### config.mk
export PLATFORM = sky130hd
export DESIGN_NAME = comb_gates_4b_pairwise_decoder_flat
export DESIGN_NICKNAME = d
export VERILOG_FILES = /design/src/rtl/comb_gates_pkg.sv /design/src/rtl/comb_gates_4b_pairwise_decoder_if.sv /design/src/rtl/comb_gates_pair_check.sv /design/src/rtl/comb_gates_4b_pairwise_decoder.sv /design/src/flat_wrapper.sv
export SDC_FILE = /design/constraint.sdc
export NUM_CORES = 1
export LEC_CHECK = 0
export CORE_ASPECT_RATIO = 1.5
export CORE_MARGIN = 2
export CORE_UTILIZATION = 35
export DETAILED_ROUTE_END_ITERATION = 10
export PLACE_DENSITY = 0.61
export SYNTH_ARGS = -nofsm -noshare
export SYNTH_HDL_FRONTEND = slang
export SYNTH_HIERARCHICAL = 1
export SYNTH_SLANG_ARGS = --single-unit
### constraint.sdc
create_clock -name clk -period 2.75 [get_ports clk]
set_clock_uncertainty 0.15 [all_clocks]
set_input_delay 0.4125 -clock clk [delete_from_list [all_inputs] [get_ports clk]]
set_output_delay 0.4125 -clock clk [all_outputs]
set_load 0.05 [all_outputs]
### src/rtl/comb_gates_pkg.sv
// Shared types and sizing for the pairwise-gates decoder.
package comb_gates_pkg;

  localparam int unsigned NBITS = 4;

  // Width of a bit index able to address positions 0..n-1 (at least one bit).
  function automatic int unsigned idx_width(input int unsigned n);
    return (n <= 2) ? 1 : $clog2(n);
  endfunction

  localparam int unsigned IDX_W = idx_width(NBITS);

  typedef enum logic [1:0] {
    IDLE   = 2'd0,
    DECODE = 2'd1,
    DONE   = 2'd2
  } state_t;

endpackage

### src/rtl/comb_gates_4b_pairwise_decoder_if.sv
// Request/response bundle for the pairwise-gates decoder.
interface comb_gates_4b_pairwise_decoder_if
  import comb_gates_pkg::*;
#(
  parameter int unsigned nbits = NBITS
);

  logic             in_val;
  logic             in_rdy;
  logic             in_anchor;
  logic [nbits-2:0] in_and;
  logic [nbits-2:0] in_or;
  logic [nbits-2:0] in_xnor;
  logic             out_val;
  logic             out_rdy;
  logic [nbits-1:0] out_data;
  logic             out_err;

  modport master (
    output in_val, in_anchor, in_and, in_or, in_xnor, out_rdy,
    input  in_rdy, out_val, out_data, out_err
  );

  modport slave (
    input  in_val, in_anchor, in_and, in_or, in_xnor, out_rdy,
    output in_rdy, out_val, out_data, out_err
  );

endinterface

### src/rtl/comb_gates_pair_check.sv
// Flags a pair whose AND/OR summary disagrees with the rebuilt bits.
module comb_gates_pair_check (
  input  logic prev_bit,
  input  logic new_bit,
  input  logic and_bit,
  input  logic or_bit,
  output logic mismatch
);

  assign mismatch = (and_bit != (prev_bit & new_bit)) |
                    (or_bit  != (prev_bit | new_bit));

endmodule

### src/rtl/comb_gates_4b_pairwise_decoder.sv
// Rebuilds a vector from its pairwise AND/OR/XNOR summaries, one bit per cycle,
// and flags any AND/OR summary that contradicts the XNOR-derived data.
module comb_gates_4b_pairwise_decoder
  import comb_gates_pkg::*;
#(
  parameter int unsigned nbits = NBITS
) (
  input logic                            clk,
  input logic                            reset,
  comb_gates_4b_pairwise_decoder_if.slave bus
);

  localparam int unsigned pw    = nbits - 1;
  localparam int unsigned idx_w = (nbits == NBITS) ? IDX_W : idx_width(nbits);

  state_t             state_q, state_d;
  logic [idx_w-1:0]   idx_q, idx_d;
  logic [nbits-1:0]   data_q, data_d;
  logic               err_q, err_d;
  logic [pw-1:0]      and_q, and_d;
  logic [pw-1:0]      or_q, or_d;
  logic [pw-1:0]      xnor_q, xnor_d;
  logic               rdy_q, rdy_d;
  logic               val_q, val_d;

  logic [idx_w-1:0]   prev_idx;
  logic               prev_bit;
  logic               new_bit;
  logic               mismatch;

  // XNOR chain is authoritative: each new bit follows from its lower neighbour.
  assign prev_idx = idx_q - idx_w'(1);
  assign prev_bit = data_q[prev_idx];
  assign new_bit  = ~(prev_bit ^ xnor_q[prev_idx]);

  comb_gates_pair_check u_pair_check (
    .prev_bit (prev_bit),
    .new_bit  (new_bit),
    .and_bit  (and_q[prev_idx]),
    .or_bit   (or_q[prev_idx]),
    .mismatch (mismatch)
  );

  always_ff @(posedge clk) begin
    if (reset) begin
      state_q <= IDLE;
      idx_q   <= '0;
      data_q  <= '0;
      err_q   <= 1'b0;
      and_q   <= '0;
      or_q    <= '0;
      xnor_q  <= '0;
      rdy_q   <= 1'b0;
      val_q   <= 1'b0;
    end else begin
      state_q <= state_d;
      idx_q   <= idx_d;
      data_q  <= data_d;
      err_q   <= err_d;
      and_q   <= and_d;
      or_q    <= or_d;
      xnor_q  <= xnor_d;
      rdy_q   <= rdy_d;
      val_q   <= val_d;
    end
  end

  always_comb begin
    state_d = state_q;
    idx_d   = idx_q;
    data_d  = data_q;
    err_d   = err_q;
    and_d   = and_q;
    or_d    = or_q;
    xnor_d  = xnor_q;

    unique case (state_q)
      IDLE: begin
        if (bus.in_val && rdy_q) begin
          and_d   = bus.in_and;
          or_d    = bus.in_or;
          xnor_d  = bus.in_xnor;
          data_d  = {{(nbits-1){1'b0}}, bus.in_anchor};
          err_d   = 1'b0;
          idx_d   = idx_w'(1);
          state_d = DECODE;
        end
      end
      DECODE: begin
        data_d[idx_q] = new_bit;
        if (mismatch) err_d = 1'b1;
        idx_d = idx_q + idx_w'(1);
        if (idx_q == idx_w'(nbits - 1)) state_d = DONE;
      end
      DONE: begin
        if (bus.out_rdy) state_d = IDLE;
      end
      default: state_d = IDLE;
    endcase

    // Handshake flags track the state being entered so they stay registered.
    rdy_d = (state_d == IDLE);
    val_d = (state_d == DONE);
  end

  assign bus.in_rdy   = rdy_q;
  assign bus.out_val  = val_q;
  assign bus.out_data = data_q;
  assign bus.out_err  = err_q;

endmodule

### src/flat_wrapper.sv
// flat-port wrapper written by rule: the top's interface ports become plain ports
module comb_gates_4b_pairwise_decoder_flat import comb_gates_pkg::*;
#(
  parameter int unsigned nbits = NBITS
)
  (clk, reset, bus_in_val, bus_in_anchor, bus_in_and, bus_in_or, bus_in_xnor, bus_out_rdy, bus_in_rdy, bus_out_val, bus_out_data, bus_out_err);
  comb_gates_4b_pairwise_decoder_if #(.nbits(nbits)) bus_i ();
  input logic clk;
  input logic reset;
  input wire logic [$bits(bus_i.in_val)-1:0] bus_in_val;
  input wire logic [$bits(bus_i.in_anchor)-1:0] bus_in_anchor;
  input wire logic [$bits(bus_i.in_and)-1:0] bus_in_and;
  input wire logic [$bits(bus_i.in_or)-1:0] bus_in_or;
  input wire logic [$bits(bus_i.in_xnor)-1:0] bus_in_xnor;
  input wire logic [$bits(bus_i.out_rdy)-1:0] bus_out_rdy;
  output wire logic [$bits(bus_i.in_rdy)-1:0] bus_in_rdy;
  output wire logic [$bits(bus_i.out_val)-1:0] bus_out_val;
  output wire logic [$bits(bus_i.out_data)-1:0] bus_out_data;
  output wire logic [$bits(bus_i.out_err)-1:0] bus_out_err;
  assign bus_i.in_val = bus_in_val;
  assign bus_i.in_anchor = bus_in_anchor;
  assign bus_i.in_and = bus_in_and;
  assign bus_i.in_or = bus_in_or;
  assign bus_i.in_xnor = bus_in_xnor;
  assign bus_i.out_rdy = bus_out_rdy;
  assign bus_in_rdy = bus_i.in_rdy;
  assign bus_out_val = bus_i.out_val;
  assign bus_out_data = bus_i.out_data;
  assign bus_out_err = bus_i.out_err;
  comb_gates_4b_pairwise_decoder #(.nbits(nbits)) u_core (.clk(clk), .reset(reset), .bus(bus_i));
endmodule
Word level (Yosys, flattened, before mapping)
Cells that the tools add are included.
- register bits after elaboration: 20
- input port bits: 14
- output and inout bits: 7
- logic and storage cells: 57
- add/sub/neg operators: 2
- order comparisons: 3
- equal/unequal tests: 8
- mux-type cells: 22
- bitwise logic cells: 5
- reductions and logical operators: 8
- operators with widths (kind ; number):
    binary-select mux 1 bit (select 2 bit) ; 4
    two-way mux 2 bit ; 4
    case mux 4 bit (2 select lines) ; 1
    two-way mux 1 bit ; 7
    == test 2 bit (second input constant) ; 3
    less-than comparator 2 x 3 -> 1 bit (second input constant) ; 2
    case mux 2 bit (3 select lines) ; 1
    bitwise mux 4 bit ; 1
    zero test 2 bit ; 2
    two-way mux 4 bit ; 1
    inequality test 2 x 1 -> 1 bit (second input constant) ; 2
    case mux 2 bit (2 select lines) ; 1
    AND reduction 2 bit ; 2
    AND reduction 3 bit ; 1
    adder 2 x 1 -> 2 bit (second input constant) ; 1
    demux 1 bit (select 2 bit) ; 1
    == test 2 x 1 -> 1 bit (second input constant) ; 1
    greater-or-equal comparator 2 x 1 -> 1 bit (second input constant) ; 1
    logical AND 1 bit ; 2
    inequality test 1 bit ; 2
    bitwise OR 1 bit ; 2
    case mux 1 bit (2 select lines) ; 1
    nonzero test 2 bit ; 1
    subtractor 2 x 1 -> 2 bit (second input constant) ; 1
    other kinds (3) ; 3

Logic depth before layout (Yosys ltp)
Gate-level depths: netlist of run 1.
- depth after elaboration: 10
- gate-level depth with buffers: 11

Cells and area by module
Netlist of run 1, hierarchy kept.
- modules (own cells, without submodules) (module ; times used ; cells an instance ; area each (µm²) ; seq. area each (µm²)):
    comb_gates_4b_pairwise_decoder ; 1 ; 114 ; 934.6 ; 400.4
    comb_gates_pair_check ; 1 ; 5 ; 43.8 ; 0.0

Worst setup path after synthesis of run 1
OpenSTA, ideal clock, no wires.
- kind: register to register
- from: register u_core.idx_q[0]
- to: register u_core.err_q, in the netlist u_core/bus.out_err
- setup time: 0.128 ns
- data arrival time: 2.512 ns
- required time: 2.472 ns
- path slack: -0.039 ns
- stages on the path, launching flop included: 11
- period minus slack after synthesis: 2.789 ns
- cell sequence: dfxtp_1 -> inv_1 -> ha_1 -> buf_6 -> mux4_2 -> xor2_1 -> inv_1 -> nor4bb_1 -> a211oi_2 -> a22oi_1 -> nor2_1
- word-level cells in the longest chain between the ends: 10
- elaborated cells between the ends (all ways): 18
- classes of those cells: add/sub (1); eq/ne (3); mux (8); bitwise (5); reduce/logical (1)
- RTL lines (what ; line ; RTL):
    from (decl) ; comb_gates_4b_pairwise_decoder.sv:17 ; logic [idx_w-1:0] idx_q, idx_d;
    from (signal assigned) ; comb_gates_4b_pairwise_decoder.sv:57 ; idx_q <= idx_d;
    subtractor 2 x 1 -> 2 bit (*) ; comb_gates_4b_pairwise_decoder.sv:32 ; assign prev_idx = idx_q - idx_w'(1);
    binary-select mux 1 bit (select 2 bit) (*) ; comb_gates_4b_pairwise_decoder.sv:33 ; assign prev_bit = data_q[prev_idx];
    two-way mux 1 bit (not written as such) (*) ; comb_gates_4b_pairwise_decoder.sv:33 ;
    net u_core.prev_bit ; comb_gates_4b_pairwise_decoder.sv:27 ; logic prev_bit;
    XOR 1 bit (*) ; comb_gates_4b_pairwise_decoder.sv:34 ; assign new_bit = ~(prev_bit ^ xnor_q[prev_idx]);
    inverter 1 bit (*) ; comb_gates_4b_pairwise_decoder.sv:34 ;
    net u_core.new_bit ; comb_gates_4b_pairwise_decoder.sv:28 ; logic new_bit;
    bitwise AND 1 bit or bitwise OR 1 bit (tied branches) ; comb_gates_pair_check.sv:10, comb_gates_pair_check.sv:11 ;
    inequality test 1 bit (on tied branches) ; comb_gates_pair_check.sv:10, comb_gates_pair_check.sv:11 ;
    bitwise OR 1 bit (*) ; comb_gates_pair_check.sv:10 ; assign mismatch = (and_bit != (prev_bit & new_bit)) |
    net u_core.mismatch ; comb_gates_4b_pairwise_decoder.sv:29 ; logic mismatch;
    inequality test 2 x 1 -> 1 bit (no line) (*) ; n/a ;
    AND reduction 3 bit (no line) (*) ; n/a ;
    to (signal assigned) ; comb_gates_4b_pairwise_decoder.sv:59 ; err_q <= err_d;
    to (decl) ; comb_gates_4b_pairwise_decoder.sv:19 ; logic err_q, err_d;
The timed path passes the listed nets; every way through them passes the cells marked *. The select of a mux whose other input is x is not followed.
A chain may end at the register's enable or synchronous reset.

Final worst setup path of run 1
- from: register u_core.idx_q[1]
- to: register u_core.err_q, in the netlist u_core/bus.out_err
The elaborated chain is that of the path after synthesis.

==> impl_metrics.env, run 1 <==
export IMPL_status="finished, final reports clean"
export IMPL_clk_latency_ns=0.26
export IMPL_clock_path_buffers=2
export IMPL_drc_errors=0
export IMPL_ff2ff_path_depth=9
export IMPL_yosys_register_bits=20
export IMPL_num_nets_final=162
export IMPL_power_mw=0.750
export IMPL_holdPathStages=2
export IMPL_postPlaceCellArea_sq_um=1240
export IMPL_slew_headroom_pct=60.0
export IMPL_final_area_sq_um=1330
export IMPL_grt_max_degree=16
export IMPL_antenna_found_initial=0
export IMPL_dr_pass1_iters=4
export IMPL_cp_top_family="multiplexers"
export IMPL_htree_levels=1
export IMPL_synth_top_family_by_area="simple AND/OR/NAND/NOR gates"
export IMPL_synth_cell_types=29
export IMPL_synth_simple_area_share_pct=20.7
export IMPL_clockRootBuffer="clkbuf_8"
export IMPL_die_area_sq_um=3240
export IMPL_powerDensity_nw_per_um2=564
export IMPL_seq_area_frac_synth_pct=40.9
export IMPL_vias=903
export IMPL_final_cell_mix="nand2_1, clkdlybuf4s50_1, a21oi_1, dfxtp_1, buf_4"
export IMPL_grt_setup_unrepaired="false"
export IMPL_core_area_sq_um=2680
export IMPL_syn_instance_count=119
export IMPL_cts_tree="built"
export IMPL_layout_commonest_cell="nand2_1"
export IMPL_hold_path_end="u_core/xnor_q[0]"
export IMPL_gr_total_overflow=0
export IMPL_finalWeightedCongestion=0.819
export IMPL_start_util_pct=36.6
export IMPL_via_per_inst=5.02
export IMPL_cp_common_cell="inv_1"
export IMPL_multi_input_area_sq_um=537
export IMPL_finalMaxSlewViolations=0
export IMPL_leakagePower_nw=0.468
export IMPL_critical_path_buf_inv_count=2
export IMPL_diodes=0
export IMPL_synth_compound_area_share_pct=20.2
export IMPL_post_place_ws_ns=0.0753
export IMPL_synthAdderAreaFrac_pct=5.12
export IMPL_min_period_ns=2.58
export IMPL_dp_cells=175
export IMPL_cap_violations=0
export IMPL_vdd_drop_max_uv=289
export IMPL_ios=21
export IMPL_path_class="flop to flop"
export IMPL_rows=23
export IMPL_period_share_pct=93.7
export IMPL_cts_sinks=20
export IMPL_cp_max_fo=5
export IMPL_die_width_um=47.2
export IMPL_synth_warnings=6
export IMPL_wire_per_inst_um=11.8
export IMPL_setup_slack_ns=0.172
export IMPL_end_kind="flop"
export IMPL_grtUsageTotal_pct=15.5
export IMPL_drive_gt1_share_pct=11.9
export IMPL_critPathSlowestCell="mux4_2"
export IMPL_worst_endpoint_required_ns=2.76
export IMPL_fill_cells=285
export IMPL_syn_num_nets=137
export IMPL_port_buffer_count=20
export IMPL_instances_no_fill=180
export IMPL_path_cells="inv_1 -> ha_2 -> mux4_2 -> xor2_2 -> inv_1 -> nor4bb_2 -> a211oi_2 -> a22oi_1 -> nor2_1"
export IMPL_timing_rr_start="u_core/idx_q[1]"
export IMPL_final_util_pct=49.7
export IMPL_critPathLaunchType="flop"
export IMPL_grt_pass1_wl_um=3570
export IMPL_muxShareOfSynthArea_pct=5.37
export IMPL_first_global_vias=838
export IMPL_ctsHoldBuffers=0
export IMPL_drtIter0Drc=21
export IMPL_hold_worst_slack_ns=0.308
export IMPL_netlist_area_sq_um=978
export IMPL_wl_um=2130
export IMPL_reg2reg_slack_ns=0.17
export IMPL_tightest_slew_ns=0.598
export IMPL_setup_violations_final=0
export IMPL_hp_class="flop to flop"
export IMPL_fmax_ghz=0.388
export IMPL_cp_arrival_ns=2.59
export IMPL_dieHeight_um=68.8
export IMPL_path_clk_slew_ns=0.08
export IMPL_ant_nets=0
export IMPL_cts_buffers=3
export IMPL_place_hpwl_um=1620
export IMPL_hold_start="u_core/xnor_q[0]"
export IMPL_syn_area_per_cell_sq_um=8.22
export IMPL_fin_tns_setup_ns=0
export IMPL_r2r_end="u_core/bus.out_err"
export IMPL_area_growth_pct=35.9
export IMPL_ff_latch_area_sq_um=400
export IMPL_hold_violations=0
export IMPL_slowest_delay_ns=0.56
export IMPL_synth_xor_area_share_pct=1.79
-- layout make-up --
class                           instances  share of cell area, %
Multi-Input combinational cell         86                   40.4
Sequential cell                        20                   30.1
Timing Repair Buffer                   27                   19.0
Tap cell                               37                   3.48
Clock buffer                            3                   3.10
Clock inverter                          1                   2.26
Inverter                                6                   1.69
-- repair_timing --
action,in CTS,in global routing
setup endpoints to repair,0,1
gates resized for setup,0,2
buffers inserted,0,1
-- worst max path at each step --
stage | start | endpoint | slack [ns] | depth (start not counted)
2_1_floorplan | u_core/idx_q[0] | u_core/bus.out_err | 0.03 | 10
3_3_place_gp | u_core/idx_q[1] | u_core/bus.out_err | 0.25 | 9
3_5_place_dp | u_core/idx_q[1] | u_core/bus.out_err | 0.08 | 9
4_1_cts | u_core/idx_q[1] | u_core/bus.out_err | 0.07 | 9
5_1_grt | u_core/idx_q[1] | u_core/bus.out_err | 0.02 | 9
6_report | u_core/idx_q[1] | u_core/bus.out_err | 0.17 | 9
-- power breakdown --
| part | switching, mW | internal [mW] | total [mW] |
|---|---|---|---|
| Sequential | 0.0114 | 0.305 | 0.316 |
| Clock | 0.100 | 0.194 | 0.294 |
| Combinational | 0.0746 | 0.0643 | 0.139 |
-- layer usage --
metal	vias to the layer above	GRT usage (%)	wire length (um)
met5	-	0	0
met4	0	8.33	43
met3	4	2.34	87
met2	20	27.7	1110
met1	419	16.7	892
li1	460	-	-
-- worst register-to-register path, stage by stage, from the launching register on --
cell      delay [ns]
dfxtp_1         0.36
inv_1           0.08
ha_2            0.39
mux4_2          0.56
xor2_2          0.21
inv_1           0.10
nor4bb_2        0.34
a211oi_2        0.08
a22oi_1         0.16
nor2_1          0.06
-- cell usage after synthesis (all sizes together) --
| cell | count | area share, % |
|---|---|---|
| inv | 6 | 2.3 |
| clkbuf | 4 | 1.5 |
| ha | 4 | 5.1 |
| mux2i | 3 | 3.1 |
| or3 | 5 | 3.2 |
| o21ai | 5 | 2.6 |
| a31oi | 2 | 1.3 |
| a211oi | 2 | 2.0 |
| buf | 3 | 2.0 |
| nand3b | 3 | 2.3 |
| and2 | 1 | 0.64 |
| mux4 | 1 | 2.3 |
| nand2 | 21 | 8.1 |
| o221ai | 1 | 0.90 |
| nor3 | 2 | 1.0 |
| xnor2 | 1 | 0.90 |
| nand3 | 3 | 1.5 |
| nor4 | 1 | 0.64 |
| xor2 | 1 | 0.90 |
| nor2 | 6 | 2.3 |
| a21oi | 20 | 10 |
| a41oi | 1 | 1.7 |
| dfxtp | 20 | 41 |
| nor4bb | 1 | 1.0 |
| a22oi | 2 | 1.5 |
-- state kept, by name, summed over array words and instances, names as in the netlist --
signal,flops
u_core/bus.out_err,1
u_core/or_q,3
u_core/bus.in_rdy,1
u_core/xnor_q,3
u_core/and_q,3
u_core/state_q,2
u_core/bus.out_val,1
u_core/bus.out_data,4
u_core/idx_q,2
-- cell families after synthesis --
logic type / count (synthesis)
adders and majority gates: 4
and+or+nand+nor: 43
muxes: 4
xor gates and xnor gates: 2
buffers and inverters: 13
DFF: 20
AOI/OAI and AO/OA: 33
(Power assumes the default switching activity.)
==> run 2, diff against run 1 <==
--- a/config.mk
+++ b/config.mk
@@ -5,6 +5,7 @@
 export SDC_FILE = /design/constraint.sdc
 export NUM_CORES = 1
 export LEC_CHECK = 0
+export CAP_MARGIN = 10
 export CORE_ASPECT_RATIO = 1.5
 export CORE_MARGIN = 2
 export CORE_UTILIZATION = 35
==> constraint.sdc (replaced) <==
create_clock -name clk -period 2.07 [get_ports clk]
set_clock_uncertainty 0.15 [all_clocks]
set_input_delay 0.3105 -clock clk [delete_from_list [all_inputs] [get_ports clk]]
set_output_delay 0.3105 -clock clk [all_outputs]
set_load 0.05 [all_outputs]
==> impl_metrics.env, run 2 (synthesis results as in run 1) <==
export IMPL_grt_max_degree=19
export IMPL_via_per_inst=5.02
export IMPL_wl_um=2260
export IMPL_area_growth_pct=42.3
export IMPL_critPathSlowestCell="mux4_2"
export IMPL_path_cells="inv_4 -> ha_4 -> mux4_2 -> xor2_2 -> inv_2 -> nor4bb_4 -> a211oi_2 -> a22oi_1 -> nor2_1"
export IMPL_core_area_sq_um=2680
export IMPL_period_share_pct=108
export IMPL_end_kind="flop"
export IMPL_htree_levels=1
export IMPL_powerDensity_nw_per_um2=660
export IMPL_clockRootBuffer="clkbuf_8"
export IMPL_antenna_found_initial=0
export IMPL_power_mw=0.918
export IMPL_die_width_um=47.2
export IMPL_cts_setup_buffers=0
export IMPL_postPlaceCellArea_sq_um=1310
export IMPL_gr_total_overflow=0
export IMPL_post_place_ws_ns=-0.207
export IMPL_violations="negative setup slack"
export IMPL_wire_per_inst_um=12.2
export IMPL_hp_class="flop to flop"
export IMPL_cap_violations=0
export IMPL_leakagePower_nw=0.492
export IMPL_ff2ff_path_depth=9
export IMPL_setup_violations_final=1
export IMPL_path_clk_slew_ns=0.07
export IMPL_drive_gt1_share_pct=18.9
export IMPL_finalWeightedCongestion=0.835
export IMPL_worst_endpoint_required_ns=2.07
export IMPL_cts_sinks=20
export IMPL_final_area_sq_um=1390
export IMPL_slew_headroom_pct=64.8
export IMPL_cp_max_fo=3
export IMPL_diodes=0
export IMPL_grt_pass1_wl_um=3640
export IMPL_cp_arrival_ns=2.24
export IMPL_holdPathStages=2
export IMPL_largest_reg_flops=4
export IMPL_clk_latency_ns=0.25
export IMPL_layout_commonest_cell="nand2_1"
export IMPL_ctsHoldBuffers=0
export IMPL_drtIter0Drc=20
export IMPL_min_period_ns=2.24
export IMPL_grtUsageTotal_pct=15.4
export IMPL_vdd_drop_max_uv=320
export IMPL_setup_slack_ns=-0.173
export IMPL_hold_violations=0
export IMPL_die_area_sq_um=3240
export IMPL_fmax_ghz=0.446
export IMPL_ant_nets=0
export IMPL_cts_tree="built"
export IMPL_first_global_vias=867
export IMPL_vias=928
export IMPL_start_util_pct=36.6
export IMPL_port_buffer_count=20
export IMPL_num_nets_final=167
export IMPL_path_class="flop to flop"
export IMPL_dr_pass1_iters=4
export IMPL_drc_errors=0
export IMPL_rows=23
export IMPL_tightest_slew_ns=0.524
export IMPL_dieHeight_um=68.8
export IMPL_finalMaxSlewViolations=0
export IMPL_status="finished with violations"
export IMPL_place_hpwl_um=1730
export IMPL_critPathLaunchType="flop"
export IMPL_grt_setup_unrepaired="true"
export IMPL_clock_path_buffers=2
export IMPL_ios=21
export IMPL_final_cell_mix="nand2_1, clkdlybuf4s50_1, a21oi_1"
export IMPL_cts_buffers=3
export IMPL_slowest_delay_ns=0.53
## run 2: where the power goes
part           total, mW  switching (mW)  internal, mW
clock network      0.293           0.124         0.169
logic              0.203           0.107        0.0962
registers          0.422          0.0169         0.406
## run 2: repair_timing
item	4_1_cts	5_1_grt
resized for setup	4	3
pin swaps	2	2
setup endpoints to repair	1	1
## run 2: per-layer routing
metal,track usage [%],vias to the layer above,part of all wire (%)
li1,-,469,-
met1,17.6,439,39
met2,27.6,18,57
met3,2.60,2,3.5
met4,5.90,0,0.75
met5,0,-,0
## run 2: worst paths after layout
check	to	from	slack [ns]
worst max-delay path	u_core/bus.out_err	u_core/idx_q[0]	-0.17
worst min-delay path	u_core/or_q[0]	u_core/or_q[0]	0.31
worst max register to register	u_core/bus.out_err	u_core/idx_q[0]	-0.17
worst min register to register	u_core/or_q[0]	u_core/or_q[0]	0.31
## run 2: layout make-up
class	count	area, sq um
Timing Repair Buffer	32	290
Multi-Input combinational cell	86	571
Sequential cell	20	405
Tap cell	37	46.3
Inverter	6	25.0
Clock buffer	4	55.1
Fill cell	259	1280
## run 2: stage by stage
step / utilization, % / std cells / TNS [ns] / hold slack [ns]
2_1_floorplan: - / 119 / -0.427 / 0.286
3_3_place_gp: 49.0 / 181 / -0.175 / 0.295
3_5_place_dp: 49.0 / 181 / -0.207 / 0.299
4_1_cts: 51.4 / 185 / -0.174 / 0.309
5_1_grt: 52.0 / 185 / -0.306 / 0.333
6_report: 52.0 / 185 / -0.173 / 0.309
## run 2: critical path, delay by kind of cell (launching register included)
family / cells / cell delay (ns)
and+or+nand+nor: 2 / 0.32
xor gates and xnor gates: 1 / 0.17
DFF: 1 / 0.36
adders and majority gates: 1 / 0.25
muxes: 1 / 0.53
buffers and inverters: 2 / 0.13
AOI/OAI and AO/OA: 2 / 0.23
